[config.mk]
export PLATFORM = sky130hd
export DESIGN_NAME = sequential_divider_8by4
export DESIGN_NICKNAME = d
export VERILOG_FILES = /design/src/rtl/sequential_divider_8by4.sv
export SDC_FILE = /design/constraint.sdc
export NUM_CORES = 1
export LEC_CHECK = 0
export CORE_MARGIN = 2
export CORE_UTILIZATION = 47
export DETAILED_ROUTE_END_ITERATION = 12
export GPL_TIMING_DRIVEN = 0
export PLACE_DENSITY = 0.87
export SYNTH_ARGS = -nofsm -noshare
export SYNTH_HDL_FRONTEND = slang
export SYNTH_SLANG_ARGS = --single-unit
[constraint.sdc]
create_clock -name clk -period 2.85 [get_ports clk]
set_clock_uncertainty 0.1 [all_clocks]
set_input_delay 0.57 -clock clk [delete_from_list [all_inputs] [get_ports clk]]
set_output_delay 0.57 -clock clk [all_outputs]
set_load 0.005 [all_outputs]
[src/rtl/sequential_divider_8by4.sv]
// sequential_divider_8by4: multi-cycle restoring divider, 8-bit dividend / 4-bit divisor, one quotient bit per clock.
// Ports: clk, reset (sync, active-high); ui_in = dividend; uio_in[3:0] = divisor; in_valid = start (IDLE only);
//        uo_out = quotient; uio_out = {3'b0, div_by_zero, remainder[3:0]}; uio_oe = 8'h1F during out_done;
//        out_done = one-cycle result pulse; busy = high in RUN and DONE.
// Build option: define DIV_ZERO_FASTPATH_EN to finish a divide-by-zero straight from IDLE (latency 1).
module sequential_divider_8by4 (
    input  logic       clk,
    input  logic       reset,
    input  logic [7:0] ui_in,
    input  logic [7:0] uio_in,
    input  logic       in_valid,
    output logic [7:0] uo_out,
    output logic [7:0] uio_out,
    output logic [7:0] uio_oe,
    output logic       out_done,
    output logic       busy
);
    localparam logic [1:0] IDLE = 2'd0;
    localparam logic [1:0] RUN  = 2'd1;
    localparam logic [1:0] DONE = 2'd2;
    logic [1:0] state;
    logic [7:0] q;
    logic [4:0] r;
    logic [3:0] d;
    logic [3:0] lo;
    logic [2:0] cnt;
    logic [4:0] t;
    logic       ge;
    logic [4:0] r_n;
    logic [7:0] q_n;
    always_comb begin
        t   = {r[3:0], q[7]};
        ge  = t >= {1'b0, d};
        r_n = ge ? t - {1'b0, d} : t;
        q_n = {q[6:0], ge};
    end
    assign busy = state != IDLE;
    // lo keeps dividend[3:0] because Q is consumed by the shift; it is the forced divide-by-zero remainder.
    always_ff @(posedge clk) begin
        if (reset) begin
            state    <= IDLE;
            q        <= '0;
            r        <= '0;
            d        <= '0;
            lo       <= '0;
            cnt      <= '0;
            uo_out   <= '0;
            uio_out  <= '0;
            uio_oe   <= '0;
            out_done <= 1'b0;
        end else begin
            out_done <= 1'b0;
            uio_oe   <= 8'h00;
            case (state)
                IDLE: if (in_valid) begin
                    q     <= ui_in;
                    d     <= uio_in[3:0];
                    lo    <= ui_in[3:0];
                    r     <= '0;
                    cnt   <= 3'd7;
                    state <= RUN;
`ifdef DIV_ZERO_FASTPATH_EN
                    if (uio_in[3:0] == 4'd0) begin
                        state    <= DONE;
                        out_done <= 1'b1;
                        uio_oe   <= 8'h1F;
                        uo_out   <= 8'hFF;
                        uio_out  <= {4'b0001, ui_in[3:0]};
                    end
`endif
                end
                RUN: begin
                    r   <= r_n;
                    q   <= q_n;
                    cnt <= cnt - 3'd1;
                    if (cnt == 3'd0) begin
                        state    <= DONE;
                        out_done <= 1'b1;
                        uio_oe   <= 8'h1F;
                        uo_out   <= d == 4'd0 ? 8'hFF : q_n;
                        uio_out  <= d == 4'd0 ? {4'b0001, lo} : {4'b0000, r_n[3:0]};
                    end
                end
                default: state <= IDLE;
            endcase
        end
    end
endmodule

## After elaboration in Yosys (flattened, before gate mapping)

Cells that the tools add are included.

| operators by class | value |
|---|---|
| add/subtract/negate cells | 2 |
| magnitude comparators | 1 |
| equal/unequal tests | 3 |
| muxes and demuxes | 14 |
| bitwise operators | 1 |
| reduce and logical (&&, ||, !) cells | 10 |

Operators by type and width:

| cell | count |
|---|---|
| 8-bit two-way mux | 2 |
| 8-bit one-hot mux with 2 select lines | 1 |
| 5-bit two-way mux | 2 |
| 4-bit two-way mux | 2 |
| 4-bit one-hot mux with 2 select lines | 1 |
| 2-bit AND reduction | 4 |
| 3-bit one-hot mux with 2 select lines | 1 |
| 5-bit by 4-bit greater-or-equal comparator with 1-bit output | 1 |
| 4-bit logical NOT | 1 |
| 2-bit two-way mux | 2 |
| 2-bit inequality test, second input constant | 2 |
| 2-bit one-hot mux with 2 select lines | 1 |
| 2-bit nonzero test | 2 |
| 4-bit subtractor | 1 |
| 3-bit logical NOT | 1 |
| 3-bit two-way mux | 1 |
| 3-bit by 1-bit subtractor with 3-bit output, second input constant | 1 |
| 2-bit by 1-bit equality test with 1-bit output, second input constant | 1 |
| 2-bit logical NOT | 1 |
| 2-bit OR reduction | 1 |
| 1-bit two-way mux | 1 |
| 1-bit NOT | 1 |

| storage, ports and cells | value |
|---|---|
| bits in registers | 50 |
| input port bits | 19 |
| output and inout bits | 26 |

## Longest topological paths before layout

| depth | value |
|---|---|
| depth in word-level cells | 3 |
| mapped depth | 8 |
| mapped depth without buffers | 7 |

## Worst setup path before layout

No wires, ideal clock.

| path | value |
|---|---|
| path type | reg2reg |
| start | reg d[2] |
| end | reg r[0] |
| setup time | 0.117 ns |
| data arrival time | 1.550 ns |
| path slack | 1.083 ns |
| cell stages (with the launch flop) | 8 |
| clock period less this slack | 1.767 ns |
| cell sequence | dfxtp_1 inv_1 ha_1 o21ai_1 and2_4 a31oi_4 mux2i_1 a32o_1 |

| between the ends | value |
|---|---|
| longest elaborated chain between the ends | 3 |

Ends and longest elaborated chain:

| element | line | RTL |
|---|---|---|
| start: declaration | 24 | `logic [3:0] d;` |
| start signal: assignment | 57 | `d <= uio_in[3:0];` |
| 5-bit by 4-bit greater-or-equal comparator with 1-bit output | 33 | `ge = t >= {1'b0, d};` |
| 4-bit two-way mux | 34 | `r_n = ge ? t - {1'b0, d} : t;` |
| 4-bit one-hot mux with 2 select lines | 54 | `case (state)` |
| end signal: assignment | 73 | `r <= r_n;` |
| end: declaration | 23 | `logic [4:0] r;` |

No other way between the ends.
A chain may end at the register's enable or synchronous reset.

==> metrics.log <==
INFO  metric predominant_post_synthesis_flop_cell = sky130_fd_sc_hd__dfxtp_1
INFO  metric worst_setup_path_start_kind = flip-flop
INFO  metric mostFrequentLayoutCells = 41 x sky130_fd_sc_hd__nand2_1, 39 x sky130_fd_sc_hd__dfxtp_1, 33 x sky130_fd_sc_hd__clkdlybuf4s50_1
INFO  metric ys_async_sr_fraction = 0%
INFO  metric yosys-top-cells-area = sky130_fd_sc_hd__dfxtp_1 43%, sky130_fd_sc_hd__nand2_1 8.5%, sky130_fd_sc_hd__buf_4 4.6%
INFO  metric rows = 22
INFO  metric grt_pass1_vias = about 1,500
INFO  metric global_route.usage.total = around a fifth
INFO  metric worst-setup-path-type = reg2out
INFO  metric drt_drc_violations_left = 0
INFO  metric cts_hold_buffers = 0
INFO  metric synth.lib_cells_used.distinct = 41
INFO  metric io-pin-count = between 40 and 50
INFO  metric insertedDiodeCount = 0
INFO  metric cts.repair.resized = 0
INFO  metric clock.fmax = between 0.4 and 0.5 GHz
INFO  metric post-synth-top-area-cell = sky130_fd_sc_hd__dfxtp_1
INFO  metric fin_worst_hold_slack = about 0.36 ns
INFO  metric grt_antenna_before_repair = 0
INFO  metric global_route_total_overflow = 0
INFO  metric vias_per_cell = around 5.3
INFO  metric grt_start_max_net_pins = 13
INFO  metric source_to_sink_clock_delay_at_the_later_pin_of_the_worst_skew_pair = approximately 0.29 ns
INFO  metric power_density = 638 nW/um^2
INFO  metric final_util = 63.9%
INFO  metric netlist_area = about 1800 sq um
INFO  metric dieArea = 4370 sq um
INFO  metric synth_cells = ~220
INFO  metric path_clk_slew = 0.08 ns
INFO  metric cts-htree-levels = 2
INFO  metric vias = between 1,500 and 2,000
INFO  metric dpl-instance-area = around 2200 sq um
INFO  metric final-max-slew-violation-count = 0
INFO  metric tritoncts_clock_tree = done
INFO  metric cts_post_setup_buffers_inserted = 0
INFO  metric outcome = completed
INFO  metric firstDrtPassIters = 6
INFO  metric fin_setup_tns = 0 ns
INFO  metric fp.dieW = ~66 um
INFO  metric cts_sinks = 39
INFO  metric max_buffers_root_to_sink = 2
INFO  metric critical_path_required = 2.18 ns
INFO  metric timing.critical_path.to_type = output pin
INFO  metric peakVddDrop = roughly 0.39 mV
INFO  metric post_route_cells_drive_above_1_share = 12.6%
INFO  metric post_synthesis_to_final_layout_area_growth = 29.9%
INFO  metric path_max_fanout = 6
INFO  metric core_area = 3690 sq um
INFO  metric die_height = 66.1 um
INFO  metric setup_viol = 0
INFO  metric synth.yosys.warnings = 0
INFO  metric route.detailed.wl_per_inst = between 10 and 15 um
INFO  metric cp.arrival = 1.33 ns
INFO  metric place.port_buffers = 33
INFO  metric dr.first_iter.drc_count = slightly below 90
INFO  metric maxCapViolCount = 0
INFO  metric tritoncts.num_buffers = 5
INFO  metric finalWeightedCongestion = ~0.8
INFO  metric synth_sequential_area_ratio = between 40 and 50%
INFO  metric final_net_count = 286
INFO  metric timing_worst_slew_pin_value = 0.519 ns
INFO  metric synthDominantCellAreaShare = 43.0%
INFO  metric postSynthRegisterBits = 39
INFO  metric min_path_type = reg2reg
INFO  metric slew-limit-headroom = about 65%
INFO  metric detail-route-antenna-nets = 0
INFO  metric rsz0062_at_grt = no
INFO  metric layout_min_cycle_time = between 2 and 2.5 ns
INFO  metric starting_density_of_the_core = 49.2%
INFO  metric edff_count_synth = 0
INFO  metric final_hold_viol_count = 0
INFO  metric total_power = between 1.5 and 2 mW
INFO  metric final_common_cell = sky130_fd_sc_hd__nand2_1
INFO  metric grt_pass1_wl = just under 7000 um
INFO  metric syn_avg_cell_area = approximately 8.4 sq um
INFO  metric leakage = about 0.95 nW
INFO  metric crit_share_post_route = 70.3%
INFO  metric detailed_place_hpwl = between 2000 and 3000 um
INFO  metric totalWireLength = 3970 um
INFO  metric cts.root.buffer_cell = sky130_fd_sc_hd__clkbuf_8
INFO  metric final_design_area_no_fill = between 2000 and 2500 sq um
==> per-stage QoR <==
step           std cells  worst slack [ns]
2_1_floorplan        220              1.08
3_3_place_gp         301             0.802
3_5_place_dp         301             0.791
4_1_cts              309             0.825
5_1_grt              309             0.774
6_report             309             0.847
==> layout make-up <==
cell class | instances | area, sq um
multi-input cells | 147 | 857
flip-flops and latches | 39 | 781
well taps | 48 | 60.1
repair buffers | 33 | 330
plain buffers | 23 | 154
fillers | 332 | 1330
clock inverters | 2 | 60.1
clock buffers | 6 | 72.6
inverters | 11 | 41.3
==> critical path, cell delays in order (launching register included) <==
cell	delay, ns
sky130_fd_sc_hd__dfxtp_1	0.42
sky130_fd_sc_hd__buf_4	0.14
sky130_fd_sc_hd__clkdlybuf4s50_1	0.49
==> layer usage <==
metal	track usage (%)	share of wire (%)	up-vias
li1	-	-	805
met1	25.3	42	730
met2	31.8	45	78
met3	6.30	9.6	12
met4	10.2	2.5	0
met5	0	0	-
==> cells by family (layout without fill, tap and decap cells) <==
kind of cell    count (synthesis)  in the layout  synth area share (%)
flops                          39             39                  43.0
simple gates                   80             80                  19.8
mux                             4              4                  2.21
compound gates                 47             47                  17.3
xor+xnor                        3              3                  1.45
other cells                     1              6                 0.207
fa+ha+maj                       7              7                  5.24
buf+inv                        34             75                  10.8
==> worst paths after layout <==
check,depth (start not counted),slack (ns),to,from
max,2,0.85,uio_oe[1],uio_oe[3]$_SDFF_PP0_
min,2,0.36,lo[0]$_SDFFE_PP0P_,lo[0]$_SDFFE_PP0P_
max reg2reg,7,0.88,uio_out[1]$_SDFFE_PP0P_,d[2]$_SDFFE_PP0P_
min reg2reg,2,0.36,lo[0]$_SDFFE_PP0P_,lo[0]$_SDFFE_PP0P_
==> cell usage after synthesis, types with 4 or more instances <==
master,count
sky130_fd_sc_hd__nand2_1,41
sky130_fd_sc_hd__dfxtp_1,39
sky130_fd_sc_hd__nor2_1,22
sky130_fd_sc_hd__a21oi_1,15
sky130_fd_sc_hd__buf_4,11
sky130_fd_sc_hd__o22ai_1,11
sky130_fd_sc_hd__inv_1,10
sky130_fd_sc_hd__ha_1,6
sky130_fd_sc_hd__clkbuf_1,5
sky130_fd_sc_hd__a311oi_1,4
sky130_fd_sc_hd__a31oi_1,4
sky130_fd_sc_hd__buf_2,4
sky130_fd_sc_hd__mux2i_1,4
==> registers in the layout, summed over array words and instances, names as in the netlist, 2 cells and up <==
name / flops
uo_out: 8
uio_out: 5
q: 8
r: 4
cnt: 3
d: 4
lo: 4
state: 2
==> power by group <==
group	internal [mW]	switching, mW
Combinational	0.168	0.170
Clock	0.350	0.191
Sequential	0.593	0.0328
Note: power is estimated with default switching activity, not from simulation.
==> RTL edit 1: new RTL, config.mk and constraints unchanged <==
Reset style: asynchronous (`reset`), changed in one clocked block.
--- a/src/rtl/sequential_divider_8by4.sv
+++ b/src/rtl/sequential_divider_8by4.sv
@@ -36,7 +36,7 @@
     end
     assign busy = state != IDLE;
     // lo keeps dividend[3:0] because Q is consumed by the shift; it is the forced divide-by-zero remainder.
-    always_ff @(posedge clk) begin
+    always_ff @(posedge clk or posedge reset) begin
         if (reset) begin
             state    <= IDLE;
             q        <= '0;
Behaviour: differs if reset is asserted again (counterexample within 4 cycles, from zero or initial values and one cycle with reset high); with reset held inactive, the same outputs for 10 cycles.
==> RTL edit 1 against the unedited design <==
- worst setup slack worse by 0.056 ns
- design area is 2.9% higher
- register-to-register slack worse by 0.02 ns
- die area is 3.9% higher
- synthesized area is 4.1% higher
- count of clock-buffer cells in the layout is 1 lower
- global-route usage is 1.9 points lower
- sequential cell count stayed put
- wire length is 0.76% lower
- sequential share of layout area is 7.1 points higher
Power is not compared: it rests on default switching activity, and its combinational part moved more than twofold at a synthesized area within 25%.
==> RTL edit 1: results (changes against the unedited design) <==
| Metric | Value |
|---|---|
| Via count | `1461 (-10%)` |
| Status | `finished, final reports clean` |
| Reg2Reg Setup Slack | `0.86 ns (-0.02 ns)` |
| Met1 WL | `1.75 mm (+4.0%)` |
| Worst Hold Launch | `cnt[0]` |
| Yosys warns | `0 (unchanged)` |
| Synth Area per Inst | `10.1 um2 (+20%)` |
| Final design utilization | `61.5% (-2.4 points)` |
| Fraction of layout cells with a size suffix above 1 | `16.7% (+4.0 points)` |
| Placed Area | `2310 um2 (+3.9%)` |
| Post-CTS setup buffer count | `0 (unchanged)` |
| Hold Slack | `0.377 ns (+0.0148 ns)` |
| Routed wire length on met2 | `1.91 mm (+6.1%)` |
| Vias per std cell | `5.14 (-2.2%)` |
| Distinct cells, synth | `34 (-17%)` |
| Input/output buffers | `34 (+3.0%)` |
| Most frequent cells after synthesis | `dfrtp_1, nand2_1, o21ai_0` |
| DR WL/cell | `13.9 um (+8.0%)` |
| Largest net degree at the start of global routing | `40 (+27)` |
| DR pass1 iterations | `4 (-2)` |
| Synth async-reset ratio | `100% (+100 points)` |
| Fill count | `348 (+4.8%)` |
| GRT Total Usage | `18.5% (-1.9 points)` |
| Met1 usage | `23.6% (-1.7 points)` |
| Worst path arrival time | `1.39 ns (+0.06 ns)` |
| Slew HR | `48.6% (-17 points)` |
| M3 GR Usage | `6.00% (-0.30 points)` |
| Hold EP | `cnt[0]` |
| GRT met2 Usage | `28.7% (-3.0 points)` |
| Worst r2r src | `q[7]` |
| Top_reg_cell synth | `dfrtp_1` |
| RD Place Congestion | `0.822 (+2.0%)` |
| Post-synthesis sequential area ratio | `51.7% (+8.6 points)` |
| HPWL Detailed | `2.92 mm (-0.37%)` |
| R2r endpoint | `r[1]` |
| Met3 wire len | `203 um (-47%)` |
| Leakage | `0.00114 uW` |
| CP max stage delay | `0.44 ns (-0.05 ns)` |
| First-pass GRT wire length | `5.94 mm (-12%)` |
| Layout net count | `259 (-9.4%)` |
| Hold Path Depth | `1 (-1)` |
-- RTL edit 1: changes by cell type in the layout (fill, tap and decap cells not counted), moves of 4 or more --
cell and delta:
a22oi_1 +8, o22a_1 +7, nand2_1 -7, dfxtp_1 -39, dfrtp_1 +39, o21ai_0 +13, o22ai_1 -11, a311oi_1 -4
a21oi_1 -12, clkbuf_1 -6, nor2_1 -13
-- RTL edit 1: power by group through the flow --
stage / logic (uW) / clock network [uW] / registers, uW
2_1_floorplan: 945 / 0 / 966
3_5_place_dp: 1400 / 0 / 1000
5_1_grt: 1550 / 490 / 1020
4_1_cts: 1400 / 468 / 991
6_report: 1400 / 462 / 989
3_3_place_gp: 1330 / 0 / 985
-- RTL edit 1: kinds of logic (layout without fill, tap and decap cells) --
logic type                 after synthesis  after routing  share of synthesized area [%]
muxes                                    3              3                           1.85
xor gates and xnor gates                 1              1                          0.464
DFF                                     39             39                           51.7
and+or+nand+nor                         60             60                           14.1
adders and majority gates                7              7                           5.03
buffers and inverters                   31             73                           10.1
AOI/OAI and AO/OA                       45             45                           16.6
other                                    1              6                          0.198
-- RTL edit 1: how the worst max path moves through the flow --
stage / slack, ns / from / end / cells after the start
6_report: 0.79 / state[1] / busy / 3
5_1_grt: 0.70 / state[1] / busy / 3
4_1_cts: 0.79 / state[1] / busy / 3
3_5_place_dp: 0.86 / in_valid / q[0] / 6
3_3_place_gp: 0.52 / reset / d[3] / 2
2_1_floorplan: 1.08 / r[1] / r[0] / 6
-- RTL edit 1: layout make-up --
type,instances,area share [%]
plain buffers,20,6.14
clock buffers,5,2.84
clock inverters,3,1.81
inverters,11,1.70
multi-input cells,122,30.6
flip-flops and latches,39,40.3
well taps,50,2.58
repair buffers,34,14.0
==> RTL edit 2: new RTL, config.mk and constraints unchanged <==
Made on the original files. The option `DIV_ZERO_FASTPATH_EN` is turned on by a define.
--- a/src/rtl/sequential_divider_8by4.sv
+++ b/src/rtl/sequential_divider_8by4.sv
@@ -3,6 +3,8 @@
 //        uo_out = quotient; uio_out = {3'b0, div_by_zero, remainder[3:0]}; uio_oe = 8'h1F during out_done;
 //        out_done = one-cycle result pulse; busy = high in RUN and DONE.
 // Build option: define DIV_ZERO_FASTPATH_EN to finish a divide-by-zero straight from IDLE (latency 1).
+`define DIV_ZERO_FASTPATH_EN
+
 module sequential_divider_8by4 (
     input  logic       clk,
     input  logic       reset,
Formal check against the unedited RTL: not equivalent (Yosys sat finds a counterexample within 4 cycles, from zero or initial values and one cycle with reset high).
==> RTL edit 2 against the unedited design <==
- sequential cell count stayed put
- critical path depth increased by 4
- die area rose by 6.2%
- count of clock-buffer cells in the layout did not move
- worst hold slack worse by 0.0017 ns
- non-clock buffer count down 1
- design area grew 5.6%
- worst setup slack got worse by 0.14 ns
- power is 5.8% higher
- synthesized area rose by 6.6%
- synthesized cell count grew 9.3%
- wire length rose by 17%
- highest routed layer unchanged
==> RTL edit 2: results (changes against the unedited design) <==
| Metric | Value |
|---|---|
| N_diodes | `0 (unchanged)` |
| Hold Slack | `0.360 ns (-0.00175 ns)` |
| Initial antenna violation count | `0 (unchanged)` |
| Syn Inst Count | `235 (+9.3%)` |
| Status | `finished, final reports clean` |
| Root buf cell | `clkbuf_8` |
| Synth async-reset ratio | `0% (unchanged)` |
| Class of the worst hold path | `register to register` |
| CP max stage delay | `0.47 ns (-0.02 ns)` |
| Reg2Reg Setup Slack | `0.79 ns (-0.09 ns)` |
| Drt total wl | `4.66 mm (+17%)` |
| Initial DRC Count | `125 (+40%)` |
| RD Place Congestion | `0.874 (+8.4%)` |
| Post_cts resized | `0 (unchanged)` |
| Post-synthesis sequential area ratio | `40.4% (-2.7 points)` |
| CTS HTree Levels | `2 (unchanged)` |
| Biggest regs | `q: 8 flops, uo_out: 8 flops, uio_out: 5 flops` |
| Fraction of layout cells with a size suffix above 1 | `11.3% (-1.3 points)` |
| Placed Area | `2360 um2 (+6.0%)` |
| Vias in the first global route | `1670 (+12%)` |
| Top_reg_cell synth | `dfxtp_1` |
| Distinct cells, synth | `49 (+20%)` |
| CP Max Fanout | `10 (+4)` |
| Worst-path clk slew | `0.08 ns (about the same)` |
| GRT Total Usage | `22.1% (+1.7 points)` |
| Synth top area cells | `dfxtp_1, nand2_1, nor2_1` |
| Setup WS pre-CTS | `0.386 ns (-0.405 ns)` |
| Worst VDD drop | `0.394 mV (+0.38%)` |
| Post-CTS setup buffer count | `0 (unchanged)` |
| Cts bufs inserted | `5 (unchanged)` |
| Input/output buffers | `34 (+3.0%)` |
| First-pass GRT wire length | `7.67 mm (+14%)` |
| Slew HR | `30.6% (-35 points)` |
| Most frequent cells after synthesis | `dfxtp_1, nand2_1, nor2_1` |
| Delay-heaviest family, CP | `simple AND/OR/NAND/NOR gates` |
| HPWL Detailed | `3.49 mm (+19%)` |
| Placed Cells | `324 (+7.6%)` |
| DR WL/cell | `14.0 um (+9.1%)` |
| Clk buf depth | `2 (unchanged)` |
| DR pass1 iterations | `4 (-2)` |
| Final min period | `2.15 ns (+0.144 ns)` |
| Worst path arrival time | `2.22 ns (+0.89 ns)` |
| Leakage | `0.000957 uW (+0.48%)` |
| Slowest stage cell, crit path | `nor4_4` |
| Layout net count | `307 (+7.3%)` |
| R2r worst-path depth | `7 (unchanged)` |
| Area growth, synth to finish | `28.7%` |
| Hold Path Depth | `1 (-1)` |
| Worst skew pair latency | `0.30 ns` |
| Fill count | `343 (+3.3%)` |
| Vias per std cell | `5.42 (+3.0%)` |
RTL edit 2: changes by cell type after synthesis, sizes merged, moves of 3 or more:
cell     unedited run  this run
a211oi              2         5
nor2               23        30
nor3                2        18
o2bb2ai             0         4
clkbuf              8         5
o22ai              11         0
RTL edit 2: layout make-up:
class / instances / share of cell area, %
Clock inverter: 2 / 2.41
Buffer: 21 / 5.03
Clock buffer: 6 / 2.92
Inverter: 10 / 1.51
Sequential cell: 39 / 31.4
Tap cell: 50 / 2.51
Multi-Input combinational cell: 170 / 40.6
Timing Repair Buffer: 34 / 13.7
RTL edit 2: path summary, 6_finish.rpt:
path              startpoint        end
setup / recovery   uio_in[3]  uo_out[1]
hold / removal          r[3]       r[3]
setup reg to reg        d[2]       r[0]
hold reg to reg         r[3]       r[3]
RTL edit 2: worst reg2reg max path, delay by kind of cell (launching register included):
family,cells,cell delay [ns]
compound gates,2,0.52
simple gates,2,0.23
mux,1,0.42
fa+ha+maj,1,0.31
buf+inv,1,0.06
flops,1,0.37
RTL edit 2: cells by family (layout without fill, tap and decap cells):
kind of cell,Yosys count,in the layout,share of synthesized area (%)
AND/OR/NAND/NOR,105,105,26.1
AO/OA/AOI/OAI,46,46,17.1
flip-flops,39,39,40.4
buffers and inverters,31,73,8.41
adder cells (fa/ha/maj),7,7,4.92
XOR/XNOR,3,3,1.36
multiplexers,3,3,1.62
other,1,6,0.194
RTL edit 2: routing by layer:
metal	up-vias	share of wire (%)	track usage (%)
li1	890	-	-
met1	809	40	29.7
met2	91	49	34.8
met3	8	9.0	4.44
met4	0	1.5	8.25
met5	-	0	0
RTL edit 2: power by group:
group | leakage, uW | switching (uW) | total (uW) | internal (uW)
combinational | 0.000571 | 213 | 402 | 188
clock | 0.0000654 | 199 | 549 | 350
sequential | 0.000320 | 40.1 | 640 | 600
